--- src/rtl/core_pkg.sv ---
// Shared types for the boot loader: FSM state encoding and the default sync marker.
package core_pkg;

  typedef enum logic [2:0] {
    IDLE  = 3'd0,
    LEN   = 3'd1,
    DATA  = 3'd2,
    FLUSH = 3'd3,
    DONE  = 3'd4,
    ERR   = 3'd5
  } loader_state_t;

  localparam logic [7:0] DEFAULT_SYNC_BYTE = 8'hAA;

endpackage

--- src/rtl/byte_assembler.sv ---
// Big-endian byte-to-word assembler shared by the length header and the data words.
module byte_assembler (
  input  logic        CLK,
  input  logic        reset,
  input  logic        clear,
  input  logic        shift,
  input  logic [7:0]  byte_in,
  output logic [31:0] word,
  output logic        word_done
);

  logic [23:0] held;
  logic [1:0]  pos;

  // The incoming byte completes the 32-bit shift word, so a finished word is
  // usable in the same cycle its last byte is strobed.
  assign word      = {held, byte_in};
  assign word_done = shift && !clear && (pos == 2'd3);

  always_ff @(posedge CLK or negedge reset) begin
    if (!reset) begin
      held <= '0;
      pos  <= '0;
    end else if (clear) begin
      held <= '0;
      pos  <= '0;
    end else if (shift) begin
      held <= word[23:0];
      pos  <= pos + 2'd1;
    end
  end

endmodule

--- src/rtl/boot_loader_ctrl.sv ---
// Downloads a sync + length + big-endian word image from the UART into instruction
// memory, then releases the CPU. status mirrors the FSM state.
module boot_loader_ctrl
  import core_pkg::*;
#(
  parameter int         INST_MEM_WIDTH = 2,
  parameter int         TIMEOUT_CYCLES = 1_000_000,
  parameter logic [7:0] SYNC_BYTE      = DEFAULT_SYNC_BYTE
) (
  input  logic                      CLK,
  input  logic                      reset,
  input  logic [7:0]                rx_data,
  input  logic                      rx_valid,
  output logic [31:0]               loader_data,
  output logic                      loader_ready,
  output logic                      loader_enable,
  output logic                      cpu_run,
  output logic                      load_error,
  output logic [INST_MEM_WIDTH:0]   words_loaded,
  output logic [2:0]                status
);

  localparam int              TW       = $clog2(TIMEOUT_CYCLES + 1);
  localparam int              WW       = INST_MEM_WIDTH + 1;
  localparam logic [32:0]     CAPACITY = 33'(1) << INST_MEM_WIDTH;
  localparam logic [TW-1:0]   T_LAST   = TW'(TIMEOUT_CYCLES - 1);

  loader_state_t state;
  logic [TW-1:0] tcnt;
  logic [31:0]   count;
  logic          collecting;
  logic          is_sync;
  logic [31:0]   asm_word;
  logic          asm_done;

  assign collecting = (state == LEN) || (state == DATA);
  assign is_sync    = rx_valid && (rx_data == SYNC_BYTE);
  assign status     = state;

  // Held clear outside LEN/DATA, so every entry into collection starts at byte 0
  // and a partial word is dropped on error.
  byte_assembler u_asm (
    .CLK       (CLK),
    .reset     (reset),
    .clear     (!collecting),
    .shift     (rx_valid && collecting),
    .byte_in   (rx_data),
    .word      (asm_word),
    .word_done (asm_done)
  );

  always_ff @(posedge CLK or negedge reset) begin
    if (!reset) begin
      state         <= IDLE;
      tcnt          <= '0;
      count         <= '0;
      loader_data   <= '0;
      loader_ready  <= 1'b0;
      loader_enable <= 1'b0;
      cpu_run       <= 1'b0;
      load_error    <= 1'b0;
      words_loaded  <= '0;
    end else begin
      loader_ready <= 1'b0;
      case (state)
        IDLE: begin
          if (is_sync) begin
            state         <= LEN;
            loader_enable <= 1'b1;
            tcnt          <= '0;
          end
        end
        LEN: begin
          if (rx_valid) begin
            tcnt <= '0;
            if (asm_done) begin
              if ({1'b0, asm_word} > CAPACITY) begin
                state         <= ERR;
                loader_enable <= 1'b0;
                load_error    <= 1'b1;
              end else if (asm_word == 32'd0) begin
                state         <= DONE;
                loader_enable <= 1'b0;
                cpu_run       <= 1'b1;
              end else begin
                count <= asm_word;
                state <= DATA;
              end
            end
          end else if (tcnt == T_LAST) begin
            state         <= ERR;
            loader_enable <= 1'b0;
            load_error    <= 1'b1;
            tcnt          <= '0;
          end else begin
            tcnt <= tcnt + TW'(1);
          end
        end
        DATA: begin
          // Checked on the registered count, so the final loader_ready pulse is
          // still seen in DATA and FLUSH follows one cycle later.
          if (32'(words_loaded) == count) begin
            state <= FLUSH;
            tcnt  <= '0;
          end else if (rx_valid) begin
            tcnt <= '0;
            if (asm_done) begin
              loader_ready <= 1'b1;
              loader_data  <= asm_word;
              words_loaded <= words_loaded + WW'(1);
            end
          end else if (tcnt == T_LAST) begin
            state         <= ERR;
            loader_enable <= 1'b0;
            load_error    <= 1'b1;
            tcnt          <= '0;
          end else begin
            tcnt <= tcnt + TW'(1);
          end
        end
        FLUSH: begin
          state         <= DONE;
          loader_enable <= 1'b0;
          cpu_run       <= 1'b1;
        end
        DONE: begin
          state <= DONE;
        end
        ERR: begin
          if (is_sync) begin
            state         <= LEN;
            load_error    <= 1'b0;
            words_loaded  <= '0;
            loader_enable <= 1'b1;
            tcnt          <= '0;
          end
        end
        default: state <= IDLE;
      endcase
    end
  end

endmodule

--- config.mk ---
export PLATFORM = sky130hd
export DESIGN_NAME = boot_loader_ctrl
export DESIGN_NICKNAME = d
export VERILOG_FILES = /design/src/rtl/core_pkg.sv /design/src/rtl/byte_assembler.sv /design/src/rtl/boot_loader_ctrl.sv
export SDC_FILE = /design/constraint.sdc
export NUM_CORES = 1
export LEC_CHECK = 0
export ABC_CLOCK_PERIOD_IN_PS = 2700
export CAP_MARGIN = 5
export CORE_ASPECT_RATIO = 1.1
export CORE_UTILIZATION = 52
export DETAILED_ROUTE_END_ITERATION = 7
export GPL_ROUTABILITY_DRIVEN = 1
export PLACE_DENSITY = 0.77
export SLEW_MARGIN = 20
export SYNTH_ARGS = -nofsm -noshare
export SYNTH_HDL_FRONTEND = slang
export SYNTH_HIERARCHICAL = 1
export SYNTH_SLANG_ARGS = --single-unit
export TNS_END_PERCENT = 20
--- constraint.sdc ---
create_clock -name CLK -period 2.7 [get_ports CLK]
set_clock_uncertainty 0.05 [all_clocks]
set_input_delay 0.27 -clock CLK [delete_from_list [all_inputs] [get_ports CLK]]
set_output_delay 0.27 -clock CLK [all_outputs]
set_load 0.01 [all_outputs]
==> results.yml, run 1 <==
outcome:
  status: "complete, no violations"
timing:
  min_period_ns: 2.55
  worstMarginPinSlew_ns: 0.725
  final_hold_viol_count: 0
  relSlewSlack_pct: 51.2
  post-route-period-util_pct: 94.5
  slew_violations: 0
  setup_viol: 0
  rsz0062_at_grt: "no"
  maxClockFrequency_ghz: 0.392
  setup_ws_ns: 0.147
global_route:
  grt_pass1_wl_mm: 20.3
  grt_pass1_vias: 4033
  grtUsageTotal_pct: 24.0
  overflow: 0
  antenna_found_initial: 0
  grt_max_degree: 81
synthesis:
  yosysTopAreaCell: "dfrtp_1"
  syn_nets: 499
  async_flop_share_pct: 100
  netlist_top_cells_area: "dfrtp_1 (54%), mux2_1 (5.9%), mux2i_1 (4.9%)"
  avgSynthCellArea_um2: 11.4
  syn_area_um2: 5520
  synth_xor_area_share_pct: 0.793
  yosys_warnings: 6
  yosysSeqAreaShare_pct: 54.4
  synth_edf_count: 0
  yosysTopAreaCellShare_pct: 54.4
  synthAdderAreaFrac_pct: 0.680
  ys.flop_type: "dfrtp_1"
  synth_mux_area_share_pct: 12.0
  synth_compound_area_share_pct: 8.20
  synthSimpleGateAreaFrac_pct: 19.8
  synthCells: 485
  synth_cell_types: 62
  post-synth-top-count-cell: "dfrtp_1"
  synth_top_family_by_area: "simple AND/OR/NAND/NOR gates"
  ys_seq_elements: 120
  ys_top_cells_by_count: "dfrtp_1 (120), nor2_1 (50), nor2b_1 (38)"
pwr:
  finalPower_mw: 5.40
  power.net_switching_mw: 1.47
  p_leak_nw: 3.24
  p_comb_share_pct: 20.1
  p_per_area_nw_per_um2: 787
  vdd_drop_max_v: 0.000383
  seq_power_share_pct: 36.4
  clockPowerShare_pct: 43.6
  internal_power_mw: 3.93
  swShare_pct: 27.2
die:
  ios: 53
  row_count: 39
  start_util_pct: 53.4
  core_um2: 10300
  die_x_um: 100
  fp.dieH_um: 110
  dieArea_um2: 11000
clock_network:
  clock-sinks: 120
  tritoncts: "yes"
  cts.path.max_buffers: 2
  clock_latency_ns: 0.40
  cts_buffers: 17
  ctsResizeCount: 0
  clockRootBuffer: "clkbuf_16"
  path_clk_slew_ns: 0.05
  ctsHtreeMaxLevel: 4
route:
  drt-total-wl_mm: 12.2
  vias_per_cell: 5.70
  num_vias: 4032
  drtIter0Drc: 269
  drc: 0
  wl_per_cell_um: 17.2
  dr.pass1.iters: 4
  ant_nets: 0
setup_path:
  reg2reg_from: "status[1]"
  worstPathMaxFanout: 21
  r2r-end: "loader_data[28]"
  worstPathArrival_ns: 2.78
  path_class: "reg -> reg"
  end_kind: "flop"
  rr_worst_depth: 9
  crit_family: "simple AND/OR/NAND/NOR gates"
  cp_num_buf_inv: 1
  cp.required_ns: 2.92
  cp_slowest_cell: "dfrtp_1"
  worst_setup_path_start_kind: "flop"
  reg2reg_setup_slack_ns: 0.15
  crit_chain: "nor3b_2, nor2_2, nor2b_2, nand2_1, nor2_1, nand2_1, nor3_4, buf_4, mux2_1"
  cpPeakStageDelay_ns: 0.43
  cp_common_cell: "nand2_1"
finish:
  layout-drive-gt1-share_pct: 12.9
  layout.cells.non_filler: 707
  num-nets-final: 566
  diodes: 0
  synthToLayoutAreaGrowth_pct: 24.2
placed_design:
  hpwl_mm: 8.10
  dp.cells: 675
  io_buffers: 52
  gp_congestion: 0.912
  dp_slack_ns: 0.158
min_path:
  hold_class: "in -> async"
run:
  max_cap_viol_count: 0
[flip-flops by register name, indices dropped and copies added (netlist names)]
name and count:
count 32, loader_data 32, u_asm/held 24, tcnt 20, status 3, words_loaded 3
u_asm/pos 2, cpu_run 1, load_error 1, loader_enable 1, loader_ready 1
[kinds of logic (layout without fill, tap and decap cells)]
family | Yosys count | count (layout)
xor gates and xnor gates | 5 | 5
buffers and inverters | 32 | 111
adders and majority gates | 3 | 3
and+or+nand+nor | 202 | 202
DFF | 120 | 120
AOI/OAI and AO/OA | 61 | 61
muxes | 62 | 62
[how the worst max path moves through the flow]
stage,from,slack [ns],endpoint,depth (start not counted)
floorplan,status[1],-0.02,loader_data[10],12
global placement,rx_data[4],0.22,tcnt[8],8
detailed placement,rx_data[4],0.16,tcnt[7],8
CTS,status[1],0.18,loader_data[28],9
global route,status[1],0.02,loader_data[21],9
finish,status[1],0.15,loader_data[28],9
[area by class of cell]
class | instances | area (µm²)
Timing Repair Buffer | 78 | 741
Sequential cell | 120 | 3000
Inverter | 2 | 7.51
Clock inverter | 8 | 144
Multi-Input combinational cell | 333 | 2310
Fill cell | 823 | 3490
Tap cell | 143 | 179
Clock buffer | 23 | 478
[metrics by stage]
step / util (%) / hold WS, ns / TNS, ns / cell area, µm²
after floorplan: - / -0.0756 / -0.579 / 5530
final: 66.3 / 0.337 / 0 / 6860
after CTS: 66.3 / 0.349 / 0 / 6860
after detailed placement: 60.2 / 0.231 / 0 / 6230
after global routing: 66.3 / 0.413 / 0 / 6860
after global placement: 60.2 / 0.221 / 0 / 6230
[timing repair]
item                                    4_1_cts  5_1_grt
endpoints found under the setup margin        0        0
buffers inserted                              0        0
hold endpoints to repair                     40        0
hold buffers                                  1        0
[power groups by stage]
stage | Clock [mW] | Combinational [mW] | Sequential, mW
floorplan | 0 | 0.788 | 1.96
global placement | 0 | 1.04 | 1.99
detailed placement | 0 | 1.06 | 1.99
CTS | 2.38 | 1.08 | 1.96
global route | 2.47 | 1.19 | 1.97
finish | 2.35 | 1.08 | 1.96
[cell usage in the layout (no fill, tap or decap), types with 3 or more instances in the layout]
master           instances
a21o_1                   9
nor2b_1                 37
nand4_1                  7
nand3_1                 18
and2_1                   4
clkbuf_16               17
mux2_1                  29
clkbuf_1                 3
dfrtp_1                120
mux2_2                   6
clkinv_2                 3
ha_1                     3
nand2_1                 28
or3_1                    5
xnor2_1                  4
nor2_1                  49
nor3_1                   9
a22o_1                  11
or4_1                    3
nor4_1                  17
nor2_2                   3
mux2i_1                 27
o2bb2ai_1                3
clkdlybuf4s50_1         51
o21ai_0                 11
o31ai_1                  3
clkbuf_8                 3
bufinv_16                4
buf_4                   24
and3_1                   5
a21oi_1                  5
[metal layers]
metal	vias to the layer above	global-route usage [%]	routed length [µm]	share of wire, %
met5	-	0	0	0
met4	0	7.87	126	1.0
met3	11	5.17	500	4.1
met2	96	38.3	5910	49
met1	2051	33.0	5640	46
li1	1874	-	-	-
(Power assumes the default switching activity.)
==> inputs of run 2 (changes only) <==
- ABC_CLOCK_PERIOD_IN_PS: 2700 -> 2420
- CORE_UTILIZATION: 52 -> 57
- CTS_CLUSTER_DIAMETER: default -> 100
- GPL_TIMING_DRIVEN: default -> 0
- PLACE_DENSITY: 0.77 -> 0.81
- clock period: 2.7 -> 2.42 ns (I/O delays scaled with it)
==> run 2 against run 1 <==
The flow now finishes with violations (negative setup slack). Sequential share of layout area shrank 1.1 points. Utilization grew 8.6 points. Global-route usage grew 3.3 points. Die area shrank 8.6%. Design area grew 2.6%. Setup slack lost 0.16 ns. Sequential cell count is the same. Power grew 8.2%. Critical endpoint is now loader_data[9]. Largest cell class unchanged. Largest power group unchanged. Highest routed layer unchanged.
==> results.yml, run 2 (same netlist as run 1, synthesis figures left out) <==
placed_design:
  hpwl_mm: 8.04
  placed_cell_area_um2: 6330
  gp_congestion: 0.843
  io_buffers: 52
finish:
  seq_area_um2: 3010
  fill_cells: 631
  diodes: 0
  layout-drive-gt1-share_pct: 19.1
  fin_util_pct: 74.9
  final_common_cell: "dfrtp_1"
  synthToLayoutAreaGrowth_pct: 27.4
  final_cell_mix: "dfrtp_1 (118), clkdlybuf4s50_1 (51), nor2_1 (48)"
  num-nets-final: 583
  finalInstanceArea_um2: 7040
  multi_input_area_um2: 2420
  largestRegisters: "count x32, loader_data x32, u_asm/held x24"
pwr:
  p_per_area_nw_per_um2: 830
  vdd_drop_max_v: 0.000452
  p_leak_nw: 3.33
global_route:
  overflow: 0
  grt_pass1_vias: 4123
  grt_pass1_wl_mm: 20.6
  antenna_found_initial: 0
  grt_max_degree: 62
  grtUsageTotal_pct: 27.3
clock_network:
  ctsHtreeMaxLevel: 4
  cts.path.max_buffers: 2
  clock-sinks: 120
  clockRootBuffer: "clkbuf_8"
  tritoncts: "yes"
  cts_buffers: 17
  path_clk_slew_ns: 0.05
  clock_latency_ns: 0.53
timing:
  rsz0062_at_grt: "yes"
  setup_viol: 12
  relSlewSlack_pct: 48.1
  setup_ws_ns: -0.0119
  slew_violations: 0
  final_hold_viol_count: 0
  post-route-period-util_pct: 100
  worstMarginPinSlew_ns: 0.771
  min_period_ns: 2.43
  maxClockFrequency_ghz: 0.411
  hold_slack_ns: 0.198
setup_path:
  cpPeakStageDelay_ns: 0.66
  worstPathMaxFanout: 10
  cp.required_ns: 2.78
  cp_num_buf_inv: 5
  worstPathArrival_ns: 2.79
  reg2reg_setup_slack_ns: 0.05
  end_kind: "flop"
  crit_family: "buffers and inverters"
  path_class: "in -> reg"
  crit_chain: "clkdlybuf4s50_1, clkbuf_1, nor2b_1, buf_6, nand2_4, nor2_4, nand2_4, nor3_4, buf_6, buf_12, mux2_4"
  worst_setup_path_start_kind: "input port"
  cp_slowest_cell: "clkdlybuf4s50_1"
route:
  ant_nets: 0
  drtIter0Drc: 339
  drc: 0
  num_vias: 4167
  dr.pass1.iters: 5
  wl_per_cell_um: 18.1
  vias_per_cell: 5.97
  drt-total-wl_mm: 12.6
run:
  max_cap_viol_count: 0
die:
  dieArea_um2: 10100
  start_util_pct: 58.8
  ios: 53
  die_x_um: 95.9
  fp.dieH_um: 105
  row_count: 37
  core_um2: 9400
min_path:
  hold_class: "in -> async"
outcome:
  status: "finished with violations"
  violations: "negative setup slack"
==> run 2: final cells by class <==
class / count / share of cell area [%]
inverters: 2 / 0.107
flip-flops and latches: 120 / 42.7
clock inverters: 10 / 1.48
clock buffers: 21 / 6.24
well taps: 117 / 2.08
multi-input cells: 333 / 34.4
repair buffers: 68 / 9.57
plain buffers: 27 / 3.38
==> run 2: worst reg2reg max path, delay by kind of cell, from the launching register on <==
kind,cells,cell delay [ns]
AND/OR/NAND/NOR,7,0.88
flip-flops,1,0.43
buffers and inverters,4,0.58
multiplexers,1,0.30
==> run 2: layer usage <==
metal	wire, µm	vias up	global-route usage, %
met5	0	-	0
li1	-	1907	-
met3	696	22	6.42
met2	5920	152	40.3
met1	5790	2086	38.7
met4	227	0	11.4
==> run 2: per-stage QoR <==
| stage | setup TNS [ns] | instances | power, mW | worst slack, ns |
|---|---|---|---|---|
| 2_1_floorplan | -4.81 | 485 | 3.11 | -0.177 |
| 3_3_place_gp | -437.19 | 654 | 3.42 | -3.72 |
| 3_5_place_dp | -43.51 | 655 | 3.47 | -0.896 |
| 4_1_cts | 0 | 693 | 5.81 | 0.0190 |
| 5_1_grt | -3.80 | 698 | 6.09 | -0.120 |
| 6_report | -0.0827 | 698 | 5.84 | -0.0119 |
==> run 2: final timing paths <==
| path | cells past startpoint | endpoint | start |
|---|---|---|---|
| min in group CLK | 3 | u_asm/held[3] | rx_data[3] |
| min | 2 | loader_data[30] | reset |
| max in group asynchronous | 3 | status[2] | reset |
| min reg2reg | 1 | loader_data[18] | loader_data[18] |
| max reg2reg | 12 | loader_data[9] | status[1] |
| max | 11 | loader_data[9] | rx_valid |
==> run 2: repair_timing <==
item                                    in CTS  in global routing
gates resized for setup                      6                 17
buffers inserted                             8                  5
cloned                                       1                  0
pin swaps                                    3                  2
hold endpoints to repair                    59                  0
hold buffers                                 1                  0
endpoints found under the setup margin      60                 46
==> run 2: report_power, final <==
group	switching (mW)	internal (mW)
combinational	0.766	0.559
clock	0.851	1.47
sequential	0.101	2.09
total	1.72	4.12
==> inputs of run 3 (changes only) <==
- SLEW_MARGIN: 20 -> default
==> results of run 3 <==
The final DEF is identical to that of run 2; final timing and power are the same.
